### src/rtl/fetch_unit.sv
// Instruction fetch stage: owns the PC, issues in-order word fetches,
// buffers responses and hands {pc, instr} to decode; redirects flush wrong-path.
module fetch_unit #(
  parameter int              XLEN       = 32,
  parameter logic [XLEN-1:0] RESET_PC   = '0,
  parameter int              FIFO_DEPTH = 4
) (
  input  logic            clk,
  input  logic            rst_n,
  output logic            imem_req_valid,
  input  logic            imem_req_ready,
  output logic [XLEN-1:0] imem_req_addr,
  input  logic            imem_resp_valid,
  input  logic [31:0]     imem_resp_data,
  input  logic            redirect_valid,
  input  logic [XLEN-1:0] redirect_pc,
  output logic            dec_valid,
  input  logic            dec_ready,
  output logic [XLEN-1:0] dec_pc,
  output logic [31:0]     dec_instr
);

  localparam int AW = $clog2(FIFO_DEPTH);
  localparam int CW = AW + 1;
  localparam logic [CW:0] DEPTH_C = (CW+1)'(FIFO_DEPTH);

  typedef enum logic {RUN, DRAIN} state_e;

  state_e          state_q, state_d;
  logic [XLEN-1:0] pc_q, pc_d;
  logic [CW-1:0]   cnt_q, cnt_d;
  logic [CW-1:0]   out_q, out_d;
  logic [CW-1:0]   drop_q, drop_d;
  logic [AW-1:0]   wr_q, wr_d, rd_q, rd_d;
  logic [AW-1:0]   twr_q, twr_d, trd_q, trd_d;

  logic [XLEN-1:0] fpc_q  [FIFO_DEPTH];
  logic [31:0]     fins_q [FIFO_DEPTH];
  logic [XLEN-1:0] tag_q  [FIFO_DEPTH];

  logic        accept, resp, pop, push, discard;
  logic [CW:0] credit;
  logic        unused_pc_lsb;

  assign unused_pc_lsb = ^redirect_pc[1:0];

  // A same-cycle pop is deliberately not credited back.
  assign credit = {1'b0, cnt_q} + {1'b0, out_q};

  assign imem_req_valid = rst_n && (state_q == RUN) &&
                          !redirect_valid && (credit < DEPTH_C);
  assign imem_req_addr  = pc_q;

  assign accept    = imem_req_valid && imem_req_ready;
  assign resp      = imem_resp_valid;
  assign dec_valid = (cnt_q != '0);
  assign pop       = dec_valid && dec_ready;
  assign discard   = redirect_valid || (state_q == DRAIN);
  assign push      = resp && !discard;
  assign dec_pc    = fpc_q[rd_q];
  assign dec_instr = fins_q[rd_q];

  always_comb begin
    state_d = state_q;
    pc_d    = pc_q;
    cnt_d   = cnt_q + CW'(push) - CW'(pop);
    out_d   = out_q + CW'(accept) - CW'(resp);
    drop_d  = drop_q;
    wr_d    = wr_q;
    rd_d    = rd_q;
    twr_d   = twr_q;
    trd_d   = trd_q;
    if (accept) begin
      pc_d  = pc_q + XLEN'(4);
      twr_d = twr_q + AW'(1);
    end
    if (resp) trd_d = trd_q + AW'(1);
    if (push) wr_d = wr_q + AW'(1);
    if (pop)  rd_d = rd_q + AW'(1);
    if (redirect_valid) begin
      pc_d    = {redirect_pc[XLEN-1:2], 2'b00};
      wr_d    = '0;
      rd_d    = '0;
      cnt_d   = '0;
      drop_d  = out_q - CW'(resp);
      state_d = (drop_d != '0) ? DRAIN : RUN;
    end else if (state_q == DRAIN && resp) begin
      drop_d = drop_q - CW'(1);
      if (drop_q == CW'(1)) state_d = RUN;
    end
  end

  always_ff @(posedge clk or negedge rst_n) begin
    if (!rst_n) begin
      state_q <= RUN;
      pc_q    <= RESET_PC;
      cnt_q   <= '0;
      out_q   <= '0;
      drop_q  <= '0;
      wr_q    <= '0;
      rd_q    <= '0;
      twr_q   <= '0;
      trd_q   <= '0;
      for (int i = 0; i < FIFO_DEPTH; i++) begin
        fpc_q[i]  <= '0;
        fins_q[i] <= '0;
        tag_q[i]  <= '0;
      end
    end else begin
      state_q <= state_d;
      pc_q    <= pc_d;
      cnt_q   <= cnt_d;
      out_q   <= out_d;
      drop_q  <= drop_d;
      wr_q    <= wr_d;
      rd_q    <= rd_d;
      twr_q   <= twr_d;
      trd_q   <= trd_d;
      if (accept) tag_q[twr_q] <= pc_q;
      if (push) begin
        fpc_q[wr_q]  <= tag_q[trd_q];
        fins_q[wr_q] <= imem_resp_data;
      end
    end
  end

endmodule

### config.mk
export PLATFORM = sky130hd
export DESIGN_NAME = fetch_unit
export DESIGN_NICKNAME = d
export VERILOG_FILES = /design/src/rtl/fetch_unit.sv
export SDC_FILE = /design/constraint.sdc
export NUM_CORES = 1
export LEC_CHECK = 0
export CAP_MARGIN = 20
export CORE_MARGIN = 1
export CORE_UTILIZATION = 45
export CTS_CLUSTER_SIZE = 8
export DETAILED_ROUTE_END_ITERATION = 10
export GPL_TIMING_DRIVEN = 0
export PLACE_DENSITY = 0.64
export SKIP_LAST_GASP = 1
export SYNTH_ARGS = -nofsm -noshare
export SYNTH_HDL_FRONTEND = slang
export SYNTH_SLANG_ARGS = --single-unit
### constraint.sdc
create_clock -name clk -period 3.17 [get_ports clk]
set_input_delay 0.634 -clock clk [delete_from_list [all_inputs] [get_ports clk]]
set_output_delay 0.634 -clock clk [all_outputs]
set_load 0.02 [all_outputs]
# == Yosys cells after proc, flatten, opt, wreduce, memory -nomap -nowiden ==
# Cells that the tools add are included.
# word_totals
latchBits,0
mem_count,0
rom_bits,0
ramBits,0
in_bits,70
register_bits,434
# classes
n_addsub,12
mul,0
shift,0
n_div,0
n_eq_ne,1
bitwise_logic,5
n_reduce_logical,20
muxes,29
n_lt_le_gt_ge,7
# ops
op,n
bitwise mux 128 bit,3
two-way mux 32 bit,10
binary-select mux 32 bit (select 2 bit),3
demux 32 bit (select 2 bit),2
"adder 32 x 3 -> 32 bit, second input constant",1
"greater-or-equal comparator 3 bit, second input constant",4
NOT 2 -> 3 bit,4
nonzero test 2 bit,5
logical AND 1 bit,9
two-way mux 3 bit,3
subtractor 3 x 1 -> 3 bit,3
"adder 2 x 1 -> 2 bit, second input constant",4
two-way mux 2 bit,4
adder 3 x 1 -> 3 bit,2
"< comparator 3 x 1 -> 1 bit, second input constant",2
nonzero test 3 bit,2
adder 3 x 3 -> 4 bit,1
"< comparator 4 x 3 -> 1 bit, second input constant",1
two-way mux 1 bit,4
"== test 3 x 1 -> 1 bit, second input constant",1
"subtractor 3 x 1 -> 3 bit, second input constant",1
logical NOT 1 bit,2
AND reduction 2 bit,1
logical OR 1 bit,1
NOT 1 bit,1

# == Longest topological paths before layout ==
# logic_depth
ltp_word,7
depth_mapped,13
ltp_nobuf,11

# == Least setup slack after synthesis ==
# OpenSTA, ideal clock, no wires.
# synth_path
path_kind,in2reg
startpoint,input port redirect_valid
endpoint,register out_q[2]
required_ns,3.047
t_arrival_ns,2.647
path_slack_ns,0.400
setup_ns,0.123
path_stages,13
cell_sequence,buf_2 > nor4_4 > and4_1 > buf_4 > inv_2 > buf_2 > ha_1 > inv_1 > ha_1 > inv_1 > fa_1 > xnor2_1 > xnor2_1
# synth_between
elab_chain_cells,6
# synth_rtl
item,line_no,rtl
from (decl),15,"input logic redirect_valid,"
logical NOT 1 bit,51,!redirect_valid && (credit < DEPTH_C);
logical AND 1 bit,50,assign imem_req_valid = rst_n && (state_q == RUN) &&
logical AND 1 bit,51,
logical AND 1 bit,54,assign accept = imem_req_valid && imem_req_ready;
adder 3 x 1 -> 3 bit,67,out_d = out_q + CW'(accept) - CW'(resp);
subtractor 3 x 1 -> 3 bit,67,
net out_d[2],32,"logic [CW-1:0] out_q, out_d;"
to (signal assigned),113,out_q <= out_d;
to (decl),32,
# The timed path passes the listed nets, and every way through them passes these cells.
# A chain may end at the register's enable or synchronous reset.

# == Worst setup path in the final report ==
# layout_path
startpoint,register rd_q[0]
endpoint,output port dec_pc[17]
# layout_between
elab_chain_cells,4
# layout_rtl
item,line_no,rtl
from (decl),34,"logic [AW-1:0] wr_q, wr_d, rd_q, rd_d;"
from (signal assigned),116,rd_q <= rd_d;
NOT 2 -> 3 bit (implied by the code),60,assign dec_pc = fpc_q[rd_q];
binary-select mux 32 bit (select 2 bit),60,
two-way mux 32 bit (implied by the code) (2 in a row),60,
to (decl),19,"output logic [XLEN-1:0] dec_pc,"
# No other way between the ends. The select of a mux whose other input is x is not followed.

==> key figures <==
Floorplanning
  • Die Y-Extent: 207 µm
  • Ports: 168
  • Number of core rows: 74
  • Initial Util: 45.9%
  • Chip width: just over 200 µm
  • CORE AREA: 0.0411 mm²
  • Full die area: approximately 0.043 mm²

Timing
  • Least-Margin Pin Slew: 791 ps
  • Setup-failing EPs final: 0
  • Final hold vios: 0
  • Rel. slew slack: a little under half
  • Setup ws final: 70.6 ps
  • Final hold slack: approximately 55 ps
  • Slew Limit Fails: 0
  • Fin crit period: 3100 ps
  • RSZ-0062 raised after global routing: true
  • Achievable frequency: 0.323 GHz
  • Final period util: 97.8%
  • Clock skew: 15.5 ps
  • Setup tns final: 0 ps

Yosys
  • Number of synthesized flops with an enable pin: 0
  • Async SR Flop Fraction: 100%
  • Post-synthesis sequential area ratio: 55.1%
  • Count leader, synth: dfrtp_1
  • Synth area leaders: dfrtp_1 (55%), mux2_2 (16%), mux4_2 (11%), mux2_1 (5.7%), ha_1 (1.3%)
  • Synth Register Bits: 416
  • Syn Inst Count: 1254
  • Syn. warnings: 0
  • Top_reg_cell synth: dfrtp_1
  • Syn avg cell area: 15.1 µm²
  • Yosys top cell area share: a little under three fifths
  • Leading area contributor after synthesis: dfrtp_1
  • Post-synth top cells: dfrtp_1 (416), mux2_2 (260), mux2_1 (96)
  • Mapped cell area: 0.0189 mm²
  • Distinct cell type count after synthesis: 50

Hold path
  • Hold crit path type: primary input to asynchronous set/reset pin

Clock network
  • Clk_lat worst skew: 600 ps
  • CTS H-Tree Depth: 2
  • Clock root buffer: clkbuf_16
  • CTS Sinks: 416
  • Max clock buf depth: 3
  • Number of clock buffers inserted by TritonCTS: 57
  • CTS tree: yes
  • Clk slew on worst S/H paths: 50 ps

Drt
  • Initial DRT Pass Iterations: 8
  • Via count: ~11000
  • Number of vias per cell: between 5 and 6
  • First DRT Iteration DRCs: approximately 700
  • Antenna Nets Post-Route: 0
  • DR WL/cell: 22.1 µm
  • DRC Markers: 13
  • Post-Route WL: 44.5 mm

Layout
  • Share of layout cells above drive strength 1: 34.0%
  • Diode count: 0
  • Number of fill cells in the layout: 3367
  • Area growth, synth to finish: 21.3%
  • Finished Layout Cells: 2014
  • Final #Nets: about 1600

GRT
  • Total grt overflow: 0
  • GRT Resource Usage Total: 21.7%
  • Vias in the first global route: 12100
  • Initial antenna violation count: 0
  • Largest net degree at the start of global routing: 126
  • First-pass GRT wire length: 70.0 mm

Worst setup path
  • Worst-path fanout max: 10
  • Crit path from: rd_q[0]
  • Worst r2r src: cnt_q[2]
  • Reg2reg path depth: 12
  • WS Path Type: flip-flop to output pin
  • CP startpoint kind: flip-flop
  • Critical path endpoint category: output pin
  • Crit path DAT: 2470 ps
  • Critical path data required time: 2540 ps

Place
  • Detail Placement HPWL: 30.2 mm
  • Worst slack, placed: -912 ps
  • Placed Instances: between 1500 and 2000
  • # port buffers: 160
  • Gpl congestion: 0.873

Power
  • Clock Power Share: between 30% and 40%
  • Pleak: 11.0 nW
  • Flop pwr share: between 40% and 50%
  • Internal power: 11.9 mW
  • Net switching power figure: between 4 and 5 mW
  • Sw Ratio: 29.5%
  • Pwr dens: 738 mW/mm²
  • VDD IR max: 0.501 mV
  • Final Total Pwr: approximately 17 mW
  • Combinational share of power: 28.2%

Outcome
  • Status: finished, violations left
  • Failing checks: DRC

Run
  • Max Cap Viol: 0
sequential cells by signal, summed over array words and instances (netlist names):
register and cells:
tag_q 120, fpc_q 120, state_q 1, imem_req_addr 30, twr_q 2, cnt_q 3, drop_q 3, trd_q 2
wr_q 2, fins_q 128, rd_q 2, out_q 3
power by group through the flow:
stage	Combinational [mW]	Clock, mW	Sequential (mW)
finish	4.76	5.33	6.81
global route	5.12	5.67	6.93
CTS	4.81	5.48	6.81
detailed placement	4.80	0	6.84
global placement	4.72	0	6.82
floorplan	3.05	0	6.70
per-stage QoR:
step	area [µm²]	utilization, %
3_5_place_dp	21200	51.7
3_3_place_gp	21200	51.5
4_1_cts	22800	55.6
6_report	22900	55.7
2_1_floorplan	18900	-
5_1_grt	22900	55.7
path summary, 6_finish.rpt:
kind / end / slack [ps]
max reg2reg: out_q[2] / 240
max in group asynchronous: fpc_q[15] / 2120
min in group clk: tag_q[4] / 480
min: rd_q[0] / 60
max: dec_pc[17] / 70
min reg2reg: tag_q[4] / 480
cell families (layout without fill, tap and decap cells):
logic type	after synthesis	count (layout)	synth area share, %
mux	451	451	32.4
flops	416	416	55.1
simple gates	162	162	4.59
buf+inv	110	335	3.15
compound gates	79	79	2.62
fa+ha+maj	21	21	1.47
xor+xnor	14	14	0.649
other cells	1	4	0.0199
final cells by class:
class	instances	area, µm²	share of cell area [%]
Buffer	88	559	2.44
Clock buffer	58	1450	6.34
Clock inverter	2	36.3	0.158
Inverter	19	71.3	0.311
Multi-Input combinational cell	731	7900	34.5
Sequential cell	416	10400	45.5
Tap cell	532	666	2.91
Timing Repair Buffer	168	1800	7.87
per-layer routing:
| layer | global-route usage [%] | routed length [µm] | vias to the layer above |
|---|---|---|---|
| li1 | - | - | 5052 |
| met1 | 30.5 | 20000 | 6014 |
| met2 | 34.7 | 21200 | 336 |
| met3 | 4.03 | 2440 | 70 |
| met4 | 6.05 | 851 | 0 |
| met5 | 0 | 0 | - |
timing repair:
item                       4_1_cts  5_1_grt
cloned                           1        0
hold endpoints to repair        91        0
resized for setup               32       14
hold buffers                     1        0
pin swaps                        0        1
setup endpoints to repair       65       36
setup buffers                    1        2
critical path: stages (launching register included):
cell and delay (ps):
dfrtp_4 540, buf_8 210, mux4_2 540, clkdlybuf4s50_1 560
cell usage in the layout (no fill, tap or decap), types with 4 or more instances in the layout:
cell type,Yosys,routed
a21oi_1,10,10
a31oi_1,5,5
and2_1,4,4
and3_1,13,13
buf_1,6,5
buf_16,0,5
buf_2,42,36
buf_4,8,11
buf_6,13,18
clkbuf_1,21,14
clkbuf_16,0,58
clkbuf_2,1,6
clkdlybuf4s50_1,0,138
conb_1,1,4
dfrtp_1,416,414
dlygate4sd2_1,0,9
dlymetal6s2s_1,0,12
ha_1,19,19
inv_1,18,18
mux2_1,96,96
mux2_2,260,260
mux4_2,92,92
nand2_1,62,62
nand2_4,4,4
nand3_1,22,22
nand4_1,10,10
nor2_1,23,23
o211ai_1,8,8
o21ai_0,37,37
o311ai_0,10,10
xnor2_1,10,9
xor2_1,4,4
(Power assumes the default switching activity.)
